File: src/rtl/fphub_pkg.sv
// -----------------------------------------------------------------------------
// fphub_pkg
// Shared types and helpers for the HUB floating-point stages.
//   hub_class_t   : classification of a HUB word (normal / zero / infinity)
//   hub_exp_bias  : HUB exponent bias, 2^(E-1), for an E-bit exponent
// -----------------------------------------------------------------------------
package fphub_pkg;

    typedef enum logic [1:0] {
        HUB_NORMAL = 2'd0,
        HUB_ZERO   = 2'd1,
        HUB_INF    = 2'd2
    } hub_class_t;

    function automatic int hub_exp_bias(input int e);
        return 1 << (e - 1);
    endfunction

endpackage

File: src/rtl/fphub_classify.sv
// -----------------------------------------------------------------------------
// fphub_classify
// Combinational classifier for a HUB-format word {sign, exp, man}.
// The sign and mantissa do not take part: a zero exponent means zero,
// an all-ones exponent means infinity, anything else is normal.
// Parameters: M (mantissa width), E (exponent width).
// Ports:
//   z    in   E+M+1   HUB word
//   cls  out  2       hub_class_t of z
// -----------------------------------------------------------------------------
module fphub_classify
    import fphub_pkg::*;
#(
    parameter int M = 23,
    parameter int E = 8
) (
    input  logic [E+M:0] z,
    output hub_class_t   cls
);

    // All-ones exponent expressed through the bias: 2*2^(E-1) - 1.
    localparam logic [E-1:0] EXP_ALL_ONES = E'(2 * hub_exp_bias(E) - 1);

    logic [E-1:0] exp_field;
    logic         unused_bits;

    assign exp_field   = z[E+M-1:M];
    assign unused_bits = ^{z[E+M], z[M-1:0]};

    always_comb begin
        cls = HUB_NORMAL;
        if (exp_field == '0) begin
            cls = HUB_ZERO;
        end else if (exp_field == EXP_ALL_ONES) begin
            cls = HUB_INF;
        end
    end

endmodule

File: src/rtl/fphub_mult_outbuf.sv
// -----------------------------------------------------------------------------
// fphub_mult_outbuf
// Elastic result buffer behind the combinational HUB multiplier. Each accepted
// product is classified on entry and stored with its tag in a DEPTH-entry
// register FIFO; the head entry is presented with valid/ready backpressure.
// A push into an empty buffer is visible one cycle later (no bypass).
// Optional feature macro: FPHUB_OUTBUF_STATS_EN adds saturating zero/inf
// counters with a synchronous clear (stat_clr); flush leaves them untouched.
// Ports:
//   clk, rst_n           clock, asynchronous active-low reset
//   flush                synchronous discard of all entries (beats push/pop)
//   in_valid/in_ready    upstream handshake; in_ready = not full
//   in_z, in_tag         product {sign, exp, man} and sideband tag
//   out_valid/out_ready  downstream handshake; out_valid = not empty
//   out_z, out_tag       head entry (zero when out_valid is low)
//   out_flags            {is_inf, is_zero} of the head entry
//   level                occupancy
//   stat_clr, zero_cnt, inf_cnt   (FPHUB_OUTBUF_STATS_EN only)
// -----------------------------------------------------------------------------
module fphub_mult_outbuf
    import fphub_pkg::*;
#(
    parameter int M     = 23,
    parameter int E     = 8,
    parameter int TAG_W = 4,
    parameter int DEPTH = 4
) (
    input  logic                       clk,
    input  logic                       rst_n,
    input  logic                       flush,
    input  logic                       in_valid,
    output logic                       in_ready,
    input  logic [E+M:0]               in_z,
    input  logic [TAG_W-1:0]           in_tag,
    output logic                       out_valid,
    input  logic                       out_ready,
    output logic [E+M:0]               out_z,
    output logic [TAG_W-1:0]           out_tag,
    output logic [1:0]                 out_flags,
    output logic [$clog2(DEPTH+1)-1:0] level
`ifdef FPHUB_OUTBUF_STATS_EN
    ,
    input  logic                       stat_clr,
    output logic [15:0]                zero_cnt,
    output logic [15:0]                inf_cnt
`endif
);

    localparam int ZW    = E + M + 1;
    localparam int PW    = $clog2(DEPTH);
    localparam int LW    = $clog2(DEPTH + 1);
    localparam int ENT_W = 2 + TAG_W + ZW;

    if (DEPTH < 2 || (DEPTH & (DEPTH - 1)) != 0) begin : g_bad_depth
        $error("fphub_mult_outbuf: DEPTH must be a power of 2 and >= 2");
    end

    hub_class_t       in_cls;
    logic [1:0]       in_flags;
    logic             push;
    logic             pop;
    logic [PW-1:0]    rd_ptr;
    logic [PW-1:0]    wr_ptr;
    logic [ENT_W-1:0] mem [DEPTH];
    logic [1:0]       head_flags;
    logic [TAG_W-1:0] head_tag;
    logic [ZW-1:0]    head_z;

    fphub_classify #(.M(M), .E(E)) u_classify (
        .z   (in_z),
        .cls (in_cls)
    );

    always_comb begin
        in_flags = 2'b00;
        case (in_cls)
            HUB_ZERO: in_flags = 2'b01;
            HUB_INF:  in_flags = 2'b10;
            default:  in_flags = 2'b00;
        endcase
    end

    assign in_ready  = (level != LW'(DEPTH));
    assign out_valid = (level != '0);
    assign push      = in_valid & in_ready;
    assign pop       = out_valid & out_ready;

    // Control state: pointers and occupancy
    always_ff @(posedge clk or negedge rst_n) begin
        if (!rst_n) begin
            rd_ptr <= '0;
            wr_ptr <= '0;
            level  <= '0;
        end else if (flush) begin
            rd_ptr <= '0;
            wr_ptr <= '0;
            level  <= '0;
        end else begin
            if (push) wr_ptr <= wr_ptr + PW'(1);
            if (pop)  rd_ptr <= rd_ptr + PW'(1);
            case ({push, pop})
                2'b10:   level <= level + LW'(1);
                2'b01:   level <= level - LW'(1);
                default: level <= level;
            endcase
        end
    end

    // Storage: data only, no reset needed
    always_ff @(posedge clk) begin
        if (push && !flush) begin
            mem[wr_ptr] <= {in_flags, in_tag, in_z};
        end
    end

    assign {head_flags, head_tag, head_z} = mem[rd_ptr];

    assign out_z     = out_valid ? head_z     : '0;
    assign out_tag   = out_valid ? head_tag   : '0;
    assign out_flags = out_valid ? head_flags : 2'b00;

`ifdef FPHUB_OUTBUF_STATS_EN
    function automatic logic [15:0] sat_inc(input logic [15:0] v);
        return (v == 16'hFFFF) ? v : v + 16'd1;
    endfunction

    // Only words that actually enter the buffer are counted; a push that a
    // same-cycle flush discards is not.
    always_ff @(posedge clk or negedge rst_n) begin
        if (!rst_n) begin
            zero_cnt <= '0;
            inf_cnt  <= '0;
        end else if (stat_clr) begin
            zero_cnt <= '0;
            inf_cnt  <= '0;
        end else if (push && !flush) begin
            if (in_cls == HUB_ZERO) zero_cnt <= sat_inc(zero_cnt);
            if (in_cls == HUB_INF)  inf_cnt  <= sat_inc(inf_cnt);
        end
    end
`endif

endmodule

File: config.mk
export PLATFORM = sky130hd
export DESIGN_NAME = fphub_mult_outbuf
export DESIGN_NICKNAME = d
export VERILOG_FILES = /design/src/rtl/fphub_pkg.sv /design/src/rtl/fphub_classify.sv /design/src/rtl/fphub_mult_outbuf.sv
export SDC_FILE = /design/constraint.sdc
export NUM_CORES = 1
export LEC_CHECK = 0
export BUFFER_PORTS_ARGS = -buffer_cell sky130_fd_sc_hd__buf_2
export CAP_MARGIN = 20
export CORE_UTILIZATION = 50
export CTS_BUF_LIST = sky130_fd_sc_hd__clkbuf_4
export CTS_CLUSTER_DIAMETER = 60
export DETAILED_ROUTE_END_ITERATION = 7
export HOLD_SLACK_MARGIN = 0.15
export PLACE_DENSITY = 0.71
export SYNTH_ARGS = -nofsm -noshare
export SYNTH_HDL_FRONTEND = slang
export SYNTH_HIERARCHICAL = 1
export SYNTH_SLANG_ARGS = --single-unit
File: constraint.sdc
create_clock -name clk -period 7 [get_ports clk]
set_input_delay 0.7 -clock clk [delete_from_list [all_inputs] [get_ports clk]]
set_output_delay 0.7 -clock clk [all_outputs]
set_load 0.01 [all_outputs]
# Word level (Yosys, flattened, before mapping)

Memories as Yosys holds them, arrays and structs flattened.
Cells that the tools add are included.

Flip-flop bits (word level): 7
Memory bits (writable): 152
Input bits: 41
Output and inout bits: 43
Word-level logic and storage cells: 37
Memories kept: 1

Add/subtract/negate cells: 4
Equal/unequal tests: 6
Multiplexer cells: 14
Bitwise operators: 2
Reductions and logical operators: 7

Memory list:

| name | words | width | rd ports | clocked after Yosys merged registers in | wr ports | RTL line                | source |
|---|---|---|---|---|---|---|---|
| mem  | 4     | 38    | 1        | 0                                       | 1        | fphub_mult_outbuf.sv:64 | `logic [ENT_W-1:0] mem [DEPTH];` |

Operator list:

| kind                                                | count |
|---|---|
| two-way mux 32 bit                                  | 1 |
| two-way mux 2 bit                                   | 7 |
| equality test 8 bit, second input constant          | 1 |
| logical NOT 8 bit                                   | 1 |
| case mux 3 bit (2 select lines)                     | 1 |
| nonzero test 3 bit                                  | 2 |
| adder 2 x 1 -> 2 bit, second input constant         | 2 |
| equality test 2 x 1 -> 1 bit, second input constant | 2 |
| equality test 2 bit, second input constant          | 2 |
| two-way mux 4 bit                                   | 1 |
| case mux 2 bit (2 select lines)                     | 1 |
| nonzero test 2 bit                                  | 2 |
| adder 3 x 1 -> 3 bit, second input constant         | 1 |
| two-way mux 3 bit                                   | 1 |
| inequality test 3 bit, second input constant        | 1 |
| subtractor 3 x 1 -> 3 bit, second input constant    | 1 |
| bitwise AND 1 bit                                   | 2 |
| two-way mux 1 bit                                   | 2 |
| logical AND 1 bit                                   | 1 |
| logical NOT 1 bit                                   | 1 |

# Longest topological paths before layout

Gate-level depths: netlist (run 1).

Word-level depth: 5
Gate-level depth with buffers: 9
Gate-level depth less buffers: 8

# Modules after synthesis

The synthesis (run 1) kept the hierarchy.

Modules (own cells, without submodules):

| module            | times used | cells each | area each (um^2) | sequential area each (um^2) |
|---|---|---|---|---|
| fphub_mult_outbuf | 1          | 308        | 6377.4           | 4739.5 |
| fphub_classify    | 1          | 6          | 35.0             | 0.0 |

# Least setup slack after synthesis (run 1)

No wires, ideal clock.

Path type: input port to flip-flop
From: input in_valid
To: memory mem[0][0] (netlist name), enable pin
Setup time: 0.399 ns
Arrival time: 1.998 ns
Required time: 6.601 ns
Setup slack: 4.603 ns
Cell stages on the path: 4
Path buffers: 1
Cells stage by stage: buf_4 > nand2_2 > nor2_1 > and2_1

Longest elaborated chain between the ends: 4

RTL lines:

| item                                    | RTL line                 | source |
|---|---|---|
| start, declared                         | fphub_mult_outbuf.sv:31  | `input logic in_valid,` |
| bitwise AND 1 bit                       | fphub_mult_outbuf.sv:85  | `assign push = in_valid & in_ready;` |
| logical AND 1 bit                       | fphub_mult_outbuf.sv:111 | `if (push && !flush) begin` |
| two-way mux 1 bit                       | fphub_mult_outbuf.sv:111 |  |
| two-way mux 1 bit (implied by the code) | fphub_mult_outbuf.sv:112 | `mem[wr_ptr] <= {in_flags, in_tag, in_z};` |
| end, declared                           | fphub_mult_outbuf.sv:64  |  |

No other way between the ends.

# Worst setup path after layout (run 1)

From: register rd_ptr[0]
To: output out_z[25]

Longest elaborated chain between the ends: 2

RTL lines:

| item                   | RTL line                 | source |
|---|---|---|
| start, declared        | fphub_mult_outbuf.sv:62  | `logic [PW-1:0] rd_ptr;` |
| start signal, assigned | fphub_mult_outbuf.sv:100 | `if (pop) rd_ptr <= rd_ptr + PW'(1);` |
| memory (4 x 38 bit)    | --                       |  |
| two-way mux 32 bit     | fphub_mult_outbuf.sv:118 | `assign out_z = out_valid ? head_z : '0;` |
| end, declared          | fphub_mult_outbuf.sv:37  | `output logic [E+M:0] out_z,` |

No other way between the ends.

==> results of run 1 <==
-- power by group through the flow --
stage	logic, W	registers [W]	clock network [W]
after floorplan	0.000215	0.00111	0
after global placement	0.000273	0.00113	0
after detailed placement	0.000276	0.00113	0
after CTS	0.000277	0.00111	0.000522
after global routing	0.000299	0.00111	0.000563
final	0.000270	0.00111	0.000509
-- cells in the final DEF, fill, tap and decap left out, types with 2 or more instances in the layout --
cell / netlist / routed
inv_1: 4 / 4
bufinv_16: 0 / 2
clkinv_2: 0 / 4
and2_1: 42 / 38
or4_1: 2 / 2
ha_1: 4 / 4
clkinvlp_4: 0 / 5
mux4_2: 38 / 38
clkbuf_4: 0 / 19
nor2_1: 7 / 7
xor2_1: 3 / 3
dfrtp_2: 0 / 2
o21ai_0: 2 / 2
and2_2: 0 / 4
nand2_2: 2 / 2
nand3_1: 2 / 2
edfxtp_1: 152 / 152
buf_2: 4 / 83
nand4_1: 2 / 2
nor2b_1: 2 / 2
dfrtp_1: 7 / 5
nand3b_1: 2 / 2
a21oi_1: 5 / 5
nand2_1: 5 / 5
-- flip-flops by register name, indices dropped and copies added (netlist names) --
signal  flops
rd_ptr      2
level       3
wr_ptr      2
mem       152
-- final timing paths --
| check | start | end | depth (start not counted) |
|---|---|---|---|
| max | rd_ptr[0] | out_z[25] | 4 |
| min | in_z[22] | mem[1][22] | 1 |
| max reg2reg | level[1] | mem[2][27] | 4 |
| min reg2reg | wr_ptr[1] | wr_ptr[1] | 2 |
| max in group asynchronous | rst_n | rd_ptr[0] | 2 |
| min in group asynchronous | rst_n | level[1] | 2 |
-- Yosys cell counts, types with 3 or more instances --
master and instances:
and2_1 42, inv_1 4, ha_1 4, nor2_1 7
xor2_1 3, buf_2 4, edfxtp_1 152, mux4_2 38
nand2_1 5, buf_6 3, dfrtp_1 7, clkbuf_1 5
a21oi_1 5, buf_12 4
-- worst max-delay path, stage by stage (launching register included) --
cell	delay, ps
dfrtp_2	780
buf_4	530
mux4_2	580
and2_1	170
buf_2	130
-- routing by layer --
| layer | vias to the layer above | GRT usage (%) | share of wire, % |
|---|---|---|---|
| li1 | 1429 | - | - |
| met1 | 1641 | 23.6 | 44 |
| met2 | 91 | 29.8 | 50 |
| met3 | 4 | 4.80 | 5.3 |
| met4 | 0 | 6.15 | 0.56 |
| met5 | - | 0 | 0 |
-- kinds of logic after synthesis --
kind of cell	count (synthesis)	share of synthesized area [%]
compound gates	15	1.56
xor+xnor	4	0.546
fa+ha+maj	5	1.09
buf+inv	22	2.85
flops	159	73.9
mux	38	13.3
simple gates	71	6.69
-- stage by stage --
stage | power, W | area, µm² | cells | hold slack (ps) | util [%]
2_1_floorplan | 0.00132 | 6410 | 314 | 404 | -
5_1_grt | 0.00197 | 7160 | 584 | 343 | 57.0
6_report | 0.00189 | 7160 | 584 | 402 | 57.0
3_5_place_dp | 0.00141 | 6890 | 552 | 551 | 54.8
3_3_place_gp | 0.00140 | 6890 | 552 | 554 | 54.8
4_1_cts | 0.00191 | 7160 | 584 | 355 | 57.0
-- final cells by class --
cell class,instances,area (µm²)
timing repair buffer,85,433
clock inverter,12,121
clock buffer,19,143
inverter,4,15.0
multi-input combinational,133,1500
fill,982,5400
tap,172,215
sequential,159,4740
==> flow_summary.ini, run 1 <==
[sta]
min_period_over_period_pct = 48.7
setup_tns_ps = 0
post-route-min-period_ps = 3410
tightest_slew_ps = 1050
grt_setup_unrepaired = no
hold_viol = 0
relSlewSlack_pct = 30.3
fmax_mhz = 294
setup_ws_ps = 3590
finClkSkew_ps = 11.7
drv_slew = 0
finalSetupViolCount = 0

[yosys]
synth.cell_area_um2 = 6410
syn-num-nets = 360
synthCells = 314
yosys.area.top_type_share_pct = 71.2
async_reset_ff_share_pct = 4.40
seq_area_frac_synth_pct = 73.9
synth_area_leaders = edfxtp_1 (71%), mux4_2 (13%), and2_1 (4.1%)
syn_area_per_cell_um2 = 20.4
synth_seq_cells = 159
synth-edff-count = 152
yosys.area.top_type = edfxtp_1
ys.flop_type = edfxtp_1
yosysWarnings = 6
synthDistinctLibCells = 37

[floorplanning]
die_y_um = 115
initial_core_util_pct = 51.0
die-area_um2 = 13300
num_rows = 41
die_w_um = 115
io_pins = 84
core_um2 = 12600

[worst_setup_path]
cp_max_fo = 23
arrival_ps = 2710
end_kind = primary output
critPathRequiredTime_ps = 6300
worstSetupPathType = flip-flop to primary output
reg2reg_slack_ps = 4670
cp-start-kind = flip-flop

[grt]
overflow = 0
grt_first_pass_wirelength_um = 17100
grt_start_max_net_pins = 42
antenna_found_initial = 0
grt_pass1_vias = 3273
grt_usage_pct = 18.1

[clock_tree]
cts_tree = done
cts_root_buf = clkbuf_4
cts.path.max_buffers = 2
cts-htree-levels = 4
cts_hold_buf = 1
cts_buffers = 17
clock_latency_ps = 500
cts_setup_buffers = 0
cts.sinks = 159
cts_resized = 0
clkTransAtPathRegs_ps = 120

[power_and_ir_drop]
leakagePower_nw = 2.45
peakVddDrop_v = 0.000153
switchingPower_w = 0.000460
internal_power_w = 0.00143
pwr-share-seq_pct = 58.7
switching_share_pct = 24.4
pwr-share-comb_pct = 14.3
p_clk_share_pct = 27.0
power.density_nw_per_um2 = 263

[placed_design]
dp_hpwl_um = 6330
gp_congestion = 0.729
place_ws_ps = 4030
port_buffers = 83

[drt]
drt_first_pass_iters = 5
finalWirelength_um = 10900
vias = 3165
drtIter0Drc = 159
viasPerCell = 5.42
wl_per_cell_um = 18.7
ant_nets = 0
drc = 0

[run_status]
outcome = finished clean

[layout]
drive_above_1_share_pct = 39.3
area_delta_synth_final_pct = 11.7
n_antenna_cell = 0
nNetsFinal = 446

[min_path]
min_path_type = input port to flip-flop

[run]
cap_viol_max_count = 0
Note: power is estimated with default switching activity, not from simulation.
==> run 2, diff against run 1 <==
==> constraint.sdc (replaced) <==
create_clock -name clk -period 3.2 [get_ports clk]
set_input_delay 0.32 -clock clk [delete_from_list [all_inputs] [get_ports clk]]
set_output_delay 0.32 -clock clk [all_outputs]
set_load 0.01 [all_outputs]
==> flow_summary.ini, run 2 (synthesis gave the netlist of run 1 again) <==
[sta]
min_period_over_period_pct = 85.0
finClkSkew_ps = 22.2
drv_slew = 0
relSlewSlack_pct = 62.2
post-route-min-period_ps = 2720
tightest_slew_ps = 567
setup_tns_ps = 0
hold_viol = 0
fmax_mhz = 368
grt_setup_unrepaired = no
finalSetupViolCount = 0

[grt]
grt_first_pass_wirelength_um = 17800
overflow = 0
grt_start_max_net_pins = 42
antenna_found_initial = 0
grt_util_met1_pct = 23.6
use_met2_pct = 31.1
grt-busiest-layer = met2
grt_pass1_vias = 3466
met3_usage_pct = 5.27
grt_usage_pct = 18.8

[worst_setup_path]
cp_cell_sequence = buf_4, mux4_2, and2_1, buf_2
cp-start-kind = flip-flop
arrival_ps = 2400
critPathRequiredTime_ps = 2880
max_stage_delay_ps = 690
end_kind = primary output
cpMaxStageDelayCell = dfrtp_2
cp_max_fo = 14
worstSetupPathType = flip-flop to primary output

[placed_design]
port_buffers = 83
place_area_um2 = 7000
dp_hpwl_um = 6890
gp_congestion = 0.694

[floorplanning]
io_pins = 84
core_um2 = 12600
die_w_um = 115
die_y_um = 115
die-area_um2 = 13300
num_rows = 41
initial_core_util_pct = 51.0

[clock_tree]
cts_buffers = 17
cts_root_buf = clkbuf_4
cts-htree-levels = 4
cts_setup_buffers = 0
cts.sinks = 159
cts_tree = done
clock_latency_ps = 530
cts.path.max_buffers = 2
clkTransAtPathRegs_ps = 130

[power_and_ir_drop]
power.density_nw_per_um2 = 556
peakVddDrop_v = 0.000388
leakagePower_nw = 2.69

[drt]
viasPerCell = 5.21
drt_first_pass_iters = 4
drtIter0Drc = 209
finalWirelength_um = 11300
ant_nets = 0
wl_per_cell_um = 17.9
drc = 0
vias = 3296

[run_status]
outcome = finished clean

[layout]
most-common-layout-cells = edfxtp_1 (152), buf_2 (83), dlygate4sd3_1 (41)
layout_commonest_cell = edfxtp_1
drive_above_1_share_pct = 36.7
top_register = mem
reg_top3 = mem x152, level x3
n_antenna_cell = 0
area_delta_synth_final_pct = 20.2
largest_reg_flops = 152
final_cell_area_um2 = 7710
nNetsFinal = 494

[min_path]
min_path_type = input port to flip-flop

[run]
cap_viol_max_count = 0
run 2: cell count changes in the layout (fill, tap and decap cells not counted), sizes merged:
cell	before	now
clkbuf	19	21
dlygate4sd3	1	41
inv	4	5
buf	84	92
clkinvlp	5	2
bufinv	2	3
run 2: final timing paths:
check | slack [ps] | endpoint | from | cells after the start
min in group asynchronous | 740 | level[2] | rst_n | 3
worst max register to register | 1050 | mem[3][31] | level[0] | 5
worst max-delay path | 480 | out_flags[0] | rd_ptr[0] | 4
worst min register to register | 600 | wr_ptr[1] | wr_ptr[1] | 2
max in group asynchronous | 2190 | rd_ptr[0] | rst_n | 3
worst min-delay path | 540 | mem[0][15] | in_z[15] | 2
run 2: worst max-delay path, delay by kind of cell, from the launching register on:
family | cells | cell delay (ps)
flops | 1 | 690
mux | 1 | 540
simple gates | 1 | 200
buf+inv | 2 | 430
run 2: what timing repair did:
item                                    CTS  global route
endpoints found under the setup margin    0             0
endpoints found under the hold margin   158             0
resized for setup                         0             0
hold buffers                             41             0
run 2: cell type report:
class                   instances  area [µm²]
clock inverters                11         139
well taps                     172         215
clock buffers                  21         158
fillers                       882        4860
repair buffers                133         943
inverters                       4        15.0
multi-input cells             133        1500
flip-flops and latches        159        4740
run 2: power breakdown:
group / total, W / leakage, nW / internal, W / switching [W]
Clock: 0.00121 / 0.157 / 0.000572 / 0.000641
Combinational: 0.000667 / 1.06 / 0.000342 / 0.000325
Sequential: 0.00241 / 1.47 / 0.00236 / 0.0000511
Total: 0.00429 / 2.69 / 0.00327 / 0.00102
run 2: per-stage QoR:
stage | cells | total power, W | util, % | setup slack (ps) | hold slack [ps]
6_report | 633 | 0.00429 | 61.3 | 481 | 537
5_1_grt | 633 | 0.00448 | 61.3 | 328 | 496
4_1_cts | 633 | 0.00435 | 61.3 | 380 | 466
3_5_place_dp | 560 | 0.00310 | 55.7 | 1040 | 170
3_3_place_gp | 560 | 0.00309 | 55.7 | 1070 | 167
2_1_floorplan | 314 | 0.00290 | - | 861 | 24.4
run 2: routing by layer:
metal	vias up	wire length, µm
li1	1527	-
met4	0	180
met5	-	0
met3	15	613
met1	1647	4850
met2	107	5710
==> run 3, diff against run 2 <==
--- a/config.mk
+++ b/config.mk
@@ -5,6 +5,7 @@
 export SDC_FILE = /design/constraint.sdc
 export NUM_CORES = 1
 export LEC_CHECK = 0
+export ABC_AREA = 1
 export BUFFER_PORTS_ARGS = -buffer_cell sky130_fd_sc_hd__buf_2
 export CAP_MARGIN = 20
 export CORE_UTILIZATION = 50
==> constraint.sdc (replaced) <==
create_clock -name clk -period 2.7 [get_ports clk]
set_input_delay 0.27 -clock clk [delete_from_list [all_inputs] [get_ports clk]]
set_output_delay 0.27 -clock clk [all_outputs]
set_load 0.01 [all_outputs]
==> flow_summary.ini, run 3 <==
[min_path]
hold_end = mem[3][17]
hold_depth = 2
hold_start = in_z[17]
min_path_type = input port to flip-flop

[layout]
nNetsFinal = 710
post-route-util_pct = 62.6
top_register = mem
largest_reg_flops = 152
fin_cells = 848
n_antenna_cell = 0
area_delta_synth_final_pct = 21.5
layout_commonest_cell = nor2_1
drive_above_1_share_pct = 21.0
most-common-layout-cells = nor2_1 (162), edfxtp_1 (152), buf_2 (83)
final_cell_area_um2 = 7900
reg_top3 = mem x152, level x3

[power_and_ir_drop]
pwr-share-seq_pct = 42.7
peakVddDrop_v = 0.000444
switching_share_pct = 32.5
switchingPower_w = 0.00224
power.density_nw_per_um2 = 871
p_clk_share_pct = 26.4
pwr-share-comb_pct = 30.8
leakagePower_nw = 2.97
internal_power_w = 0.00464

[floorplanning]
core_um2 = 12600
io_pins = 84
die_y_um = 116
die_w_um = 116
die-area_um2 = 13500
initial_core_util_pct = 51.5
num_rows = 41

[worst_setup_path]
r2r_cells = 5
cpMaxStageDelayCell = dfrtp_2
critPathRequiredTime_ps = 2430
end_kind = primary output
cp_cell_sequence = inv_6, buf_4, o21ai_0, a21oi_1, buf_2
crit_family = buffers and inverters
arrival_ps = 2120
worstSetupPathType = flip-flop to primary output
r2r-start = level[0]
reg2reg_slack_ps = 620
cp-start-kind = flip-flop
cp_max_fo = 58
max_stage_delay_ps = 460
crit_buf_inv = 3
r2r-end = mem[1][18]

[clock_tree]
cts.sinks = 159
cts_root_buf = clkbuf_4
clkTransAtPathRegs_ps = 130
cts_buffers = 17
cts_tree = done
cts-htree-levels = 4
clock_latency_ps = 540
cts.path.max_buffers = 2

[drt]
drt_first_pass_iters = 6
finalWirelength_um = 13600
viasPerCell = 5.11
wl_per_cell_um = 16.0
vias = 4333
drtIter0Drc = 293
drc = 0
ant_nets = 0

[yosys]
yosys.area.top_type = edfxtp_1
syn-num-nets = 584
synth.cell_area_um2 = 6500
yosys-top-cells-count = nor2_1 (166), edfxtp_1 (152), o21ai_0 (48), a21oi_1 (40), o21ai_1 (31)
synth_seq_cells = 159
ys.flop_type = edfxtp_1
synthCells = 538
synth_most_common_cell = nor2_1
synth_area_leaders = edfxtp_1 (70%), nor2_1 (9.6%), o21ai_0 (3.7%)
seq_area_frac_synth_pct = 72.9
yosys.area.top_type_share_pct = 70.2
syn_area_per_cell_um2 = 12.1
synth-edff-count = 152
yosysWarnings = 6
async_reset_ff_share_pct = 4.40
synthDistinctLibCells = 26

[grt]
grt_start_max_net_pins = 78
antenna_found_initial = 0
grt_usage_pct = 21.4
overflow = 0
grt_pass1_vias = 4229
grt_first_pass_wirelength_um = 21000

[sta]
hold_viol = 0
grt_setup_unrepaired = no
finalSetupViolCount = 0
setup_ws_ps = 309
tightest_slew_ps = 476
min_period_over_period_pct = 88.6
post-route-min-period_ps = 2390
finClkSkew_ps = 19.0
fmax_mhz = 418
relSlewSlack_pct = 68.3
drv_slew = 0

[placed_design]
placed_cells = 776
place_ws_ps = 648
place_area_um2 = 7090
dp_hpwl_um = 7720
gp_congestion = 0.794
port_buffers = 83

[run_status]
outcome = finished clean

[run]
cap_viol_max_count = 0
[run 3: cell types whose count changed after synthesis, sizes merged, moves of 5 or more]
| cell | before | now |
|---|---|---|
| o21ai | 2 | 79 |
| clkbuf | 5 | 10 |
| a21oi | 5 | 41 |
| and2 | 42 | 0 |
| nor2 | 7 | 167 |
| nand2 | 7 | 24 |
| buf | 13 | 21 |
| inv | 4 | 21 |
| mux4 | 38 | 0 |
[run 3: how the worst max path moves through the flow]
stage | startpoint | end | slack [ps] | cells past startpoint
5_1_grt | rd_ptr[0] | out_z[2] | 90 | 5
3_3_place_gp | level[0] | mem[1][29] | 720 | 5
3_5_place_dp | level[0] | mem[1][18] | 650 | 5
4_1_cts | rd_ptr[0] | out_z[2] | 130 | 5
6_report | rd_ptr[0] | out_z[2] | 310 | 5
2_1_floorplan | level[0] | mem[0][0] | -240 | 4
[run 3: repair_timing]
action / 4_1_cts / 5_1_grt
setup buffers: 0 / 0
endpoints found under the hold margin: 158 / 0
resized for setup: 0 / 2
hold buffers: 41 / 0
setup endpoints to repair: 0 / 4
[run 3: final cells by class]
| cell class | instances | area [µm²] |
|---|---|---|
| clock buffer | 20 | 150 |
| tap | 172 | 215 |
| multi-input combinational | 327 | 1510 |
| fill | 999 | 4720 |
| inverter | 21 | 87.6 |
| timing repair buffer | 138 | 956 |
| clock inverter | 11 | 238 |
| sequential | 159 | 4740 |
[run 3: per-stage QoR]
step | power [W] | hold slack [ps] | TNS, ps
global route | 0.00725 | 429 | 0
CTS | 0.00693 | 421 | 0
detailed placement | 0.00508 | 115 | 0
floorplan | 0.00436 | -25.6 | -36670
finish | 0.00688 | 472 | 0
global placement | 0.00504 | 111 | 0
[run 3: cell families (layout without fill, tap and decap cells)]
logic type | Yosys count | after routing | synth area share, %
compound gates | 120 | 120 | 9.30
simple gates | 200 | 200 | 12.1
fa+ha+maj | 5 | 5 | 1.08
flops | 159 | 159 | 72.9
buf+inv | 52 | 190 | 4.31
xor+xnor | 2 | 2 | 0.270
[run 3: worst register-to-register path: cells and delay by family (launching register included)]
family,cells,cell delay [ps]
flops,1,500
simple gates,3,760
buf+inv,1,270
compound gates,1,240
[run 3: metal layers]
| layer | vias up | global-route usage, % | wire length [µm] |
|---|---|---|---|
| met2 | 132 | 36.3 | 7120 |
| met3 | 16 | 4.97 | 627 |
| met5 | - | 0 | 0 |
| met4 | 0 | 10.3 | 153 |
| met1 | 2058 | 26.1 | 5660 |
| li1 | 2127 | - | - |
[run 3: power groups by stage]
stage,clock network (W),logic (W),registers [W]
after CTS,0.00185,0.00215,0.00294
final,0.00182,0.00212,0.00294
after global placement,0,0.00205,0.00298
after floorplan,0,0.00137,0.00298
after detailed placement,0,0.00209,0.00299
after global routing,0.00194,0.00236,0.00296
